## config.mk

```make
export PLATFORM = sky130hd
export DESIGN_NAME = ysyx_22041211_wbu
export DESIGN_NICKNAME = d
export VERILOG_FILES = /design/src/rtl/ysyx_22041211_wbu_pkg.sv /design/src/rtl/ysyx_22041211_load_ext.sv /design/src/rtl/ysyx_22041211_wbu.sv
export SDC_FILE = /design/constraint.sdc
export NUM_CORES = 1
export LEC_CHECK = 0
export CORE_UTILIZATION = 52
export CTS_BUF_LIST = sky130_fd_sc_hd__clkbuf_2
export CTS_CLUSTER_SIZE = 20
export DETAILED_ROUTE_END_ITERATION = 7
export MAX_ROUTING_LAYER = met4
export PLACE_DENSITY = 0.88
export RECOVER_POWER = 25
export SYNTH_ARGS = -nofsm -noshare
export SYNTH_HDL_FRONTEND = slang
export SYNTH_SLANG_ARGS = --single-unit
export TNS_END_PERCENT = 5
```

## constraint.sdc

```tcl
create_clock -name clk -period 5.15 [get_ports clk]
set_clock_uncertainty 0.05 [all_clocks]
set_input_delay 1.545 -clock clk [delete_from_list [all_inputs] [get_ports clk]]
set_output_delay 1.545 -clock clk [all_outputs]
set_load 0.1 [all_outputs]
```

## src/rtl/ysyx_22041211_wbu_pkg.sv

```systemverilog
// rtl/ysyx_22041211_wbu_pkg.sv - shared encodings for the write-back unit
package ysyx_22041211_wbu_pkg;

  localparam logic [1:0] WB_ALU = 2'd0;
  localparam logic [1:0] WB_MEM = 2'd1;
  localparam logic [1:0] WB_PC4 = 2'd2;
  localparam logic [1:0] WB_CSR = 2'd3;

  localparam logic [2:0] F3_LB  = 3'b000;
  localparam logic [2:0] F3_LH  = 3'b001;
  localparam logic [2:0] F3_LW  = 3'b010;
  localparam logic [2:0] F3_LBU = 3'b100;
  localparam logic [2:0] F3_LHU = 3'b101;

  typedef enum logic [1:0] {
    S_IDLE     = 2'd0,
    S_WAIT_MEM = 2'd1,
    S_COMMIT   = 2'd2
  } state_t;

  typedef struct packed {
    logic [4:0]  rd;
    logic [31:0] wdata;
    logic        reg_write;
    logic        commit_valid;
    logic [31:0] commit_pc;
    logic        err;
  } wb_out_t;

endpackage

```

## src/rtl/ysyx_22041211_load_ext.sv

```systemverilog
// rtl/ysyx_22041211_load_ext.sv - byte/half select, sign/zero extension, misalignment flag
module ysyx_22041211_load_ext
  import ysyx_22041211_wbu_pkg::*;
(
  input  logic [2:0]  mem_op,
  input  logic [1:0]  addr,
  input  logic [31:0] rdata,
  output logic [31:0] data,
  output logic        misaligned
);

  logic [7:0]  byte_sel;
  logic [15:0] half_sel;

  always_comb begin
    case (addr)
      2'd0:    byte_sel = rdata[7:0];
      2'd1:    byte_sel = rdata[15:8];
      2'd2:    byte_sel = rdata[23:16];
      default: byte_sel = rdata[31:24];
    endcase
    half_sel = addr[1] ? rdata[31:16] : rdata[15:0];
  end

  // Any funct3 outside the byte/half loads behaves as LW.
  always_comb begin
    data       = rdata;
    misaligned = (addr != 2'd0);
    case (mem_op)
      F3_LB: begin
        data       = {{24{byte_sel[7]}}, byte_sel};
        misaligned = 1'b0;
      end
      F3_LBU: begin
        data       = {24'd0, byte_sel};
        misaligned = 1'b0;
      end
      F3_LH: begin
        data       = {{16{half_sel[15]}}, half_sel};
        misaligned = addr[0];
      end
      F3_LHU: begin
        data       = {16'd0, half_sel};
        misaligned = addr[0];
      end
      default: ;
    endcase
  end

endmodule

```

## src/rtl/ysyx_22041211_wbu.sv

```systemverilog
// rtl/ysyx_22041211_wbu.sv - write-back unit: source select, load wait, register-file write and commit pulse
module ysyx_22041211_wbu
  import ysyx_22041211_wbu_pkg::*;
#(
  parameter int DATA_WIDTH  = 32,
  parameter int MEM_TIMEOUT = 255
) (
  input  logic                  clk,
  input  logic                  rst,
  input  logic                  in_valid,
  output logic                  in_ready,
  input  logic [DATA_WIDTH-1:0] in_pc,
  input  logic [4:0]            in_rd,
  input  logic                  in_reg_wen,
  input  logic [1:0]            in_wb_sel,
  input  logic [DATA_WIDTH-1:0] in_alu_result,
  input  logic [DATA_WIDTH-1:0] in_csr_rdata,
  input  logic [2:0]            in_mem_op,
  input  logic                  mem_rvalid,
  input  logic [DATA_WIDTH-1:0] mem_rdata,
  output logic [4:0]            rd,
  output logic [DATA_WIDTH-1:0] wdata,
  output logic                  regWrite,
  output logic                  commit_valid,
  output logic [DATA_WIDTH-1:0] commit_pc,
  output logic                  err
);

  localparam int CNT_W = $clog2(MEM_TIMEOUT + 1);

  state_t          state, state_n;
  wb_out_t         out_q, out_n;
  logic [31:0]     pc_q;
  logic [4:0]      rd_q;
  logic            wen_q;
  logic [2:0]      op_q;
  logic [1:0]      addr_q;
  logic [CNT_W-1:0] cnt;

  logic        waiting, accept, is_load, timeout, misaligned;
  logic [2:0]  ext_op;
  logic [1:0]  ext_addr;
  logic [31:0] ext_data, sel_data;

  assign waiting  = (state == S_WAIT_MEM);
  assign in_ready = !waiting;
  assign accept   = in_valid && in_ready;
  assign is_load  = (in_wb_sel == WB_MEM);
  assign timeout  = waiting && !mem_rvalid && (cnt == CNT_W'(MEM_TIMEOUT - 1));

  // One extender serves both the accept-time alignment check and the later data extraction.
  assign ext_op   = waiting ? op_q   : in_mem_op;
  assign ext_addr = waiting ? addr_q : in_alu_result[1:0];

  ysyx_22041211_load_ext u_load_ext (
    .mem_op     (ext_op),
    .addr       (ext_addr),
    .rdata      (mem_rdata),
    .data       (ext_data),
    .misaligned (misaligned)
  );

  always_comb begin
    case (in_wb_sel)
      WB_PC4:  sel_data = in_pc + DATA_WIDTH'(4);
      WB_CSR:  sel_data = in_csr_rdata;
      default: sel_data = in_alu_result;
    endcase
  end

  always_ff @(posedge clk) begin
    if (rst) begin
      state  <= S_IDLE;
      out_q  <= '0;
      pc_q   <= '0;
      rd_q   <= '0;
      wen_q  <= 1'b0;
      op_q   <= '0;
      addr_q <= '0;
      cnt    <= '0;
    end else begin
      state <= state_n;
      out_q <= out_n;
      if (accept) begin
        pc_q   <= in_pc;
        rd_q   <= in_rd;
        wen_q  <= in_reg_wen;
        op_q   <= in_mem_op;
        addr_q <= in_alu_result[1:0];
        cnt    <= '0;
      end else if (waiting) begin
        cnt <= cnt + 1'b1;
      end
    end
  end

  always_comb begin
    state_n = state;
    case (state)
      S_IDLE, S_COMMIT: begin
        if (accept) state_n = (is_load && !misaligned) ? S_WAIT_MEM : S_COMMIT;
        else        state_n = S_IDLE;
      end
      S_WAIT_MEM: begin
        if (mem_rvalid)   state_n = S_COMMIT;
        else if (timeout) state_n = S_IDLE;
      end
      default: state_n = S_IDLE;
    endcase
  end

  always_comb begin
    out_n              = out_q;
    out_n.reg_write    = 1'b0;
    out_n.commit_valid = 1'b0;
    case (state)
      S_IDLE, S_COMMIT: begin
        if (accept && !is_load) begin
          out_n.rd           = in_rd;
          out_n.wdata        = sel_data;
          out_n.reg_write    = in_reg_wen && (in_rd != 5'd0);
          out_n.commit_valid = 1'b1;
          out_n.commit_pc    = in_pc;
        end else if (accept && misaligned) begin
          out_n.rd           = in_rd;
          out_n.commit_valid = 1'b1;
          out_n.commit_pc    = in_pc;
          out_n.err          = 1'b1;
        end
      end
      S_WAIT_MEM: begin
        if (mem_rvalid) begin
          out_n.rd           = rd_q;
          out_n.wdata        = ext_data;
          out_n.reg_write    = wen_q && (rd_q != 5'd0);
          out_n.commit_valid = 1'b1;
          out_n.commit_pc    = pc_q;
        end else if (timeout) begin
          out_n.err = 1'b1;
        end
      end
      default: ;
    endcase
  end

  assign rd           = out_q.rd;
  assign wdata        = out_q.wdata;
  assign regWrite     = out_q.reg_write;
  assign commit_valid = out_q.commit_valid;
  assign commit_pc    = out_q.commit_pc;
  assign err          = out_q.err;

endmodule
```

==> qor.csv <==
metric,value,unit
status,finished with violations,
failed_checks,"capacitance limit, slew limit",
nNetsFinal,1185,
syn_nets,1002,
area_growth_syn_to_layout,37.1,%
drv_slew,91,
power.density,286,nW/um^2
r2r_cells,6,
rsz0062_at_grt,false,
grtUsageMet2,61.6,%
grt_max_degree,107,
synth_edf_count,0,
synth_warnings,0,
post-place-ws,1020,ps
cts-root-buf,clkbuf_2,
drive_above_1_share,7.89,%
path_cells,and2b_4 > inv_8 > clkdlybuf4s50_1,
globalRouteTotalUtil,38.7,%
grt_use_met1,45.8,%
drc_errors,0,
clk_pin_slew,180,ps
p_leak,3.34,nW
yosysUniqueCellTypes,71,
regArea,2500,sq um
fin_crit_sh,85.5,%
ioPinCount,216,
multi_input_area,3930,sq um
crit_fanout,17,
post_cts_buffers,0,
dp_hpwl,18.9,mm
yosys_register_bits,125,
synth_xor_area_share,4.52,%
die_y,116,um
async_flop_share,0,%
via_per_inst,6.35,
critical_path_class,register to output pin,
required,3560,ps
hold_start,pc_q[0],
maxCapViolCount,2,
slowest_stage,clkdlybuf4s50_1,
final-setup-viol-count,0,
yosys.area.top_type_share,36.9,%
synthMuxAreaShare,3.52,%
grt_pass1_wl,37.9,mm
synth_fa_ha_area_share,0.553,%
peakVddDrop,168,uV
r2r-start,state[0],
clock-sinks,125,
min_to,pc_q[0],
grtUsageMet3,9.44,%
arrival,2810,ps
rrSetupSlack,1790,ps
gp_congestion,0.965,
antenna_found_initial,1,
grt_busiest_layer,met2,
end_kind,output pin,
tightest_slew,2150,ps
cts_buffers,17,
final.min_clock_period,4410,ps
first_global_vias,7019,
worstSetupStartpointType,register,
drt-initial-drc-count,1032,
die_width,116,um
clkLatencyLatePin,730,ps
finalHoldViolations,0,
fillers,1029,
totalPowerFinal,2.66,mW
core-area,12700,sq um
syn_inst,856,
cts_max_path_buffers,2,
r2r_end,pc_q[27],
syn-cell-area,6780,sq um
seq_area_frac_synth,36.9,%
synth-simple-area-share,21.9,%
num_vias,7780,
syn_area_per_cell,7.92,sq um
critPathTopFamily,buffers and inverters,
setup_ws,744,ps
num_rows,41,
relSlewSlack,-43.5,%
fmax,227,MHz
drt-total-wl,25.8,mm
whs_path_depth,2,
critPathBufInv,2,
portBuffers,215,
antenna_left,0,
post_dp_cell_area,9010,sq um
max_stage_delay,990,ps
initial_core_util,53.5,%
design_area,9300,sq um
h-tree-depth,4,
ys_top_cells_by_area,"dfxtp_1 37%, nand2_1 7.4%, a21oi_1 7.4%, a22oi_1 6.3%, nand3_1 3.8%",
wl_per_cell,21.1,um
drt_pre_antenna_iters,7,
hp-class,register to register,
cts_tree,done,
synth_top_family_by_area,compound AO/OA/AOI/OAI gates,
die_area,13500,sq um
synth_ff_type,dfxtp_1,
post-synth-top-area-cell,dfxtp_1,
hold_buffers,0,
synth_compound_area_share,27.4,%
finalSetupTns,0,ps
grt-ovfl-total,0,
cts_resized,0,
[flip-flops by register name, summed over array words and instances, names as in the netlist]
| register | count |
|---|---|
| wdata | 32 |
| state | 2 |
| op_q | 3 |
| commit_pc | 32 |
| addr_q | 2 |
| regWrite | 1 |
| err | 1 |
| rd_q | 5 |
| cnt | 8 |
| rd | 5 |
| pc_q | 32 |
| wen_q | 1 |
| commit_valid | 1 |
[worst max-delay path by stage]
stage / slack, ps / to / depth (start not counted) / startpoint
after global placement: 1040 / wdata[31] / 6 / in_alu_result[1]
after global routing: 630 / in_ready / 3 / state[0]
final: 740 / in_ready / 3 / state[0]
after detailed placement: 1020 / wdata[31] / 6 / in_alu_result[1]
after CTS: 720 / in_ready / 3 / state[0]
after floorplan: 1970 / wdata[12] / 7 / in_wb_sel[0]
[cell type report]
class | instances | share of cell area (%)
repair buffers | 235 | 24.8
flip-flops and latches | 125 | 26.9
clock inverters | 12 | 2.09
inverters | 11 | 0.525
multi-input cells | 649 | 42.3
clock buffers | 20 | 1.08
well taps | 172 | 2.31
diodes | 1 | 0.0269
[worst min-delay path, stage by stage, from the launching register on]
cell,delay [ps]
dfxtp_1,350
nand2_1,50
a21oi_1,50
[cells in the mapped netlist, types with 6 or more instances]
master	n
a211oi_1	9
a21oi_1	100
a22oi_1	57
and4_1	6
buf_2	8
clkbuf_1	54
dfxtp_1	125
inv_1	10
mux2_2	6
mux2i_1	11
nand2_1	134
nand2b_1	14
nand3_1	51
nand4_1	13
nor2_1	48
nor3_1	22
o211ai_1	7
o21ai_0	21
o21ai_1	12
o221ai_1	6
o221ai_2	8
o22ai_1	7
xnor2_1	15
xor2_1	20
[layer usage]
layer | wire [um] | vias to the layer above
met4 | 1220 | 0
met2 | 11900 | 544
met5 | 0 | -
li1 | - | 3496
met1 | 9790 | 3640
met3 | 2910 | 100
[placed cells by master (no fill, tap or decap), types with 4 or more instances in the layout]
| cell type | instances |
|---|---|
| nor2b_1 | 5 |
| a211oi_1 | 9 |
| nor2_1 | 48 |
| o22ai_1 | 7 |
| xor2_1 | 20 |
| nor3_1 | 22 |
| bufinv_16 | 5 |
| mux2_2 | 6 |
| nand3_1 | 51 |
| dfxtp_1 | 125 |
| nand4_1 | 13 |
| and3_1 | 4 |
| buf_4 | 18 |
| nand2b_1 | 14 |
| o22a_1 | 4 |
| nor4_1 | 5 |
| a222oi_1 | 5 |
| o221ai_2 | 8 |
| mux2i_1 | 11 |
| and4_1 | 6 |
| a22oi_1 | 57 |
| a31oi_1 | 4 |
| o221ai_1 | 6 |
| nand2_1 | 134 |
| o21ai_0 | 21 |
| o21ai_1 | 11 |
| o211ai_1 | 7 |
| clkdlybuf4s50_1 | 213 |
| xnor2_1 | 15 |
| clkbuf_2 | 20 |
| inv_1 | 10 |
| a21oi_1 | 100 |
[stage by stage]
step / hold WS, ps / utilization [%] / std cells
finish: 417 / 73.4 / 1225
global route: 435 / 73.4 / 1225
CTS: 418 / 73.4 / 1224
detailed placement: 397 / 71.1 / 1192
global placement: 391 / 71.1 / 1192
floorplan: 387 / - / 856
[kinds of logic (layout without fill, tap and decap cells)]
group | Yosys count | count (layout)
and+or+nand+nor | 318 | 318
AOI/OAI and AO/OA | 272 | 272
DFF | 125 | 125
buffers and inverters | 82 | 278
xor gates and xnor gates | 35 | 35
muxes | 21 | 21
adders and majority gates | 3 | 3
other | 0 | 1
[report_power, final]
| group | total, mW | leakage [nW] | switching, mW | internal [mW] |
|---|---|---|---|---|
| Clock | 0.754 | 0.175 | 0.382 | 0.371 |
| Combinational | 0.834 | 2.13 | 0.563 | 0.271 |
| Sequential | 1.07 | 1.03 | 0.0428 | 1.03 |
| Total | 2.66 | 3.34 | 0.988 | 1.67 |
Power figures use the tool's default switching activity.
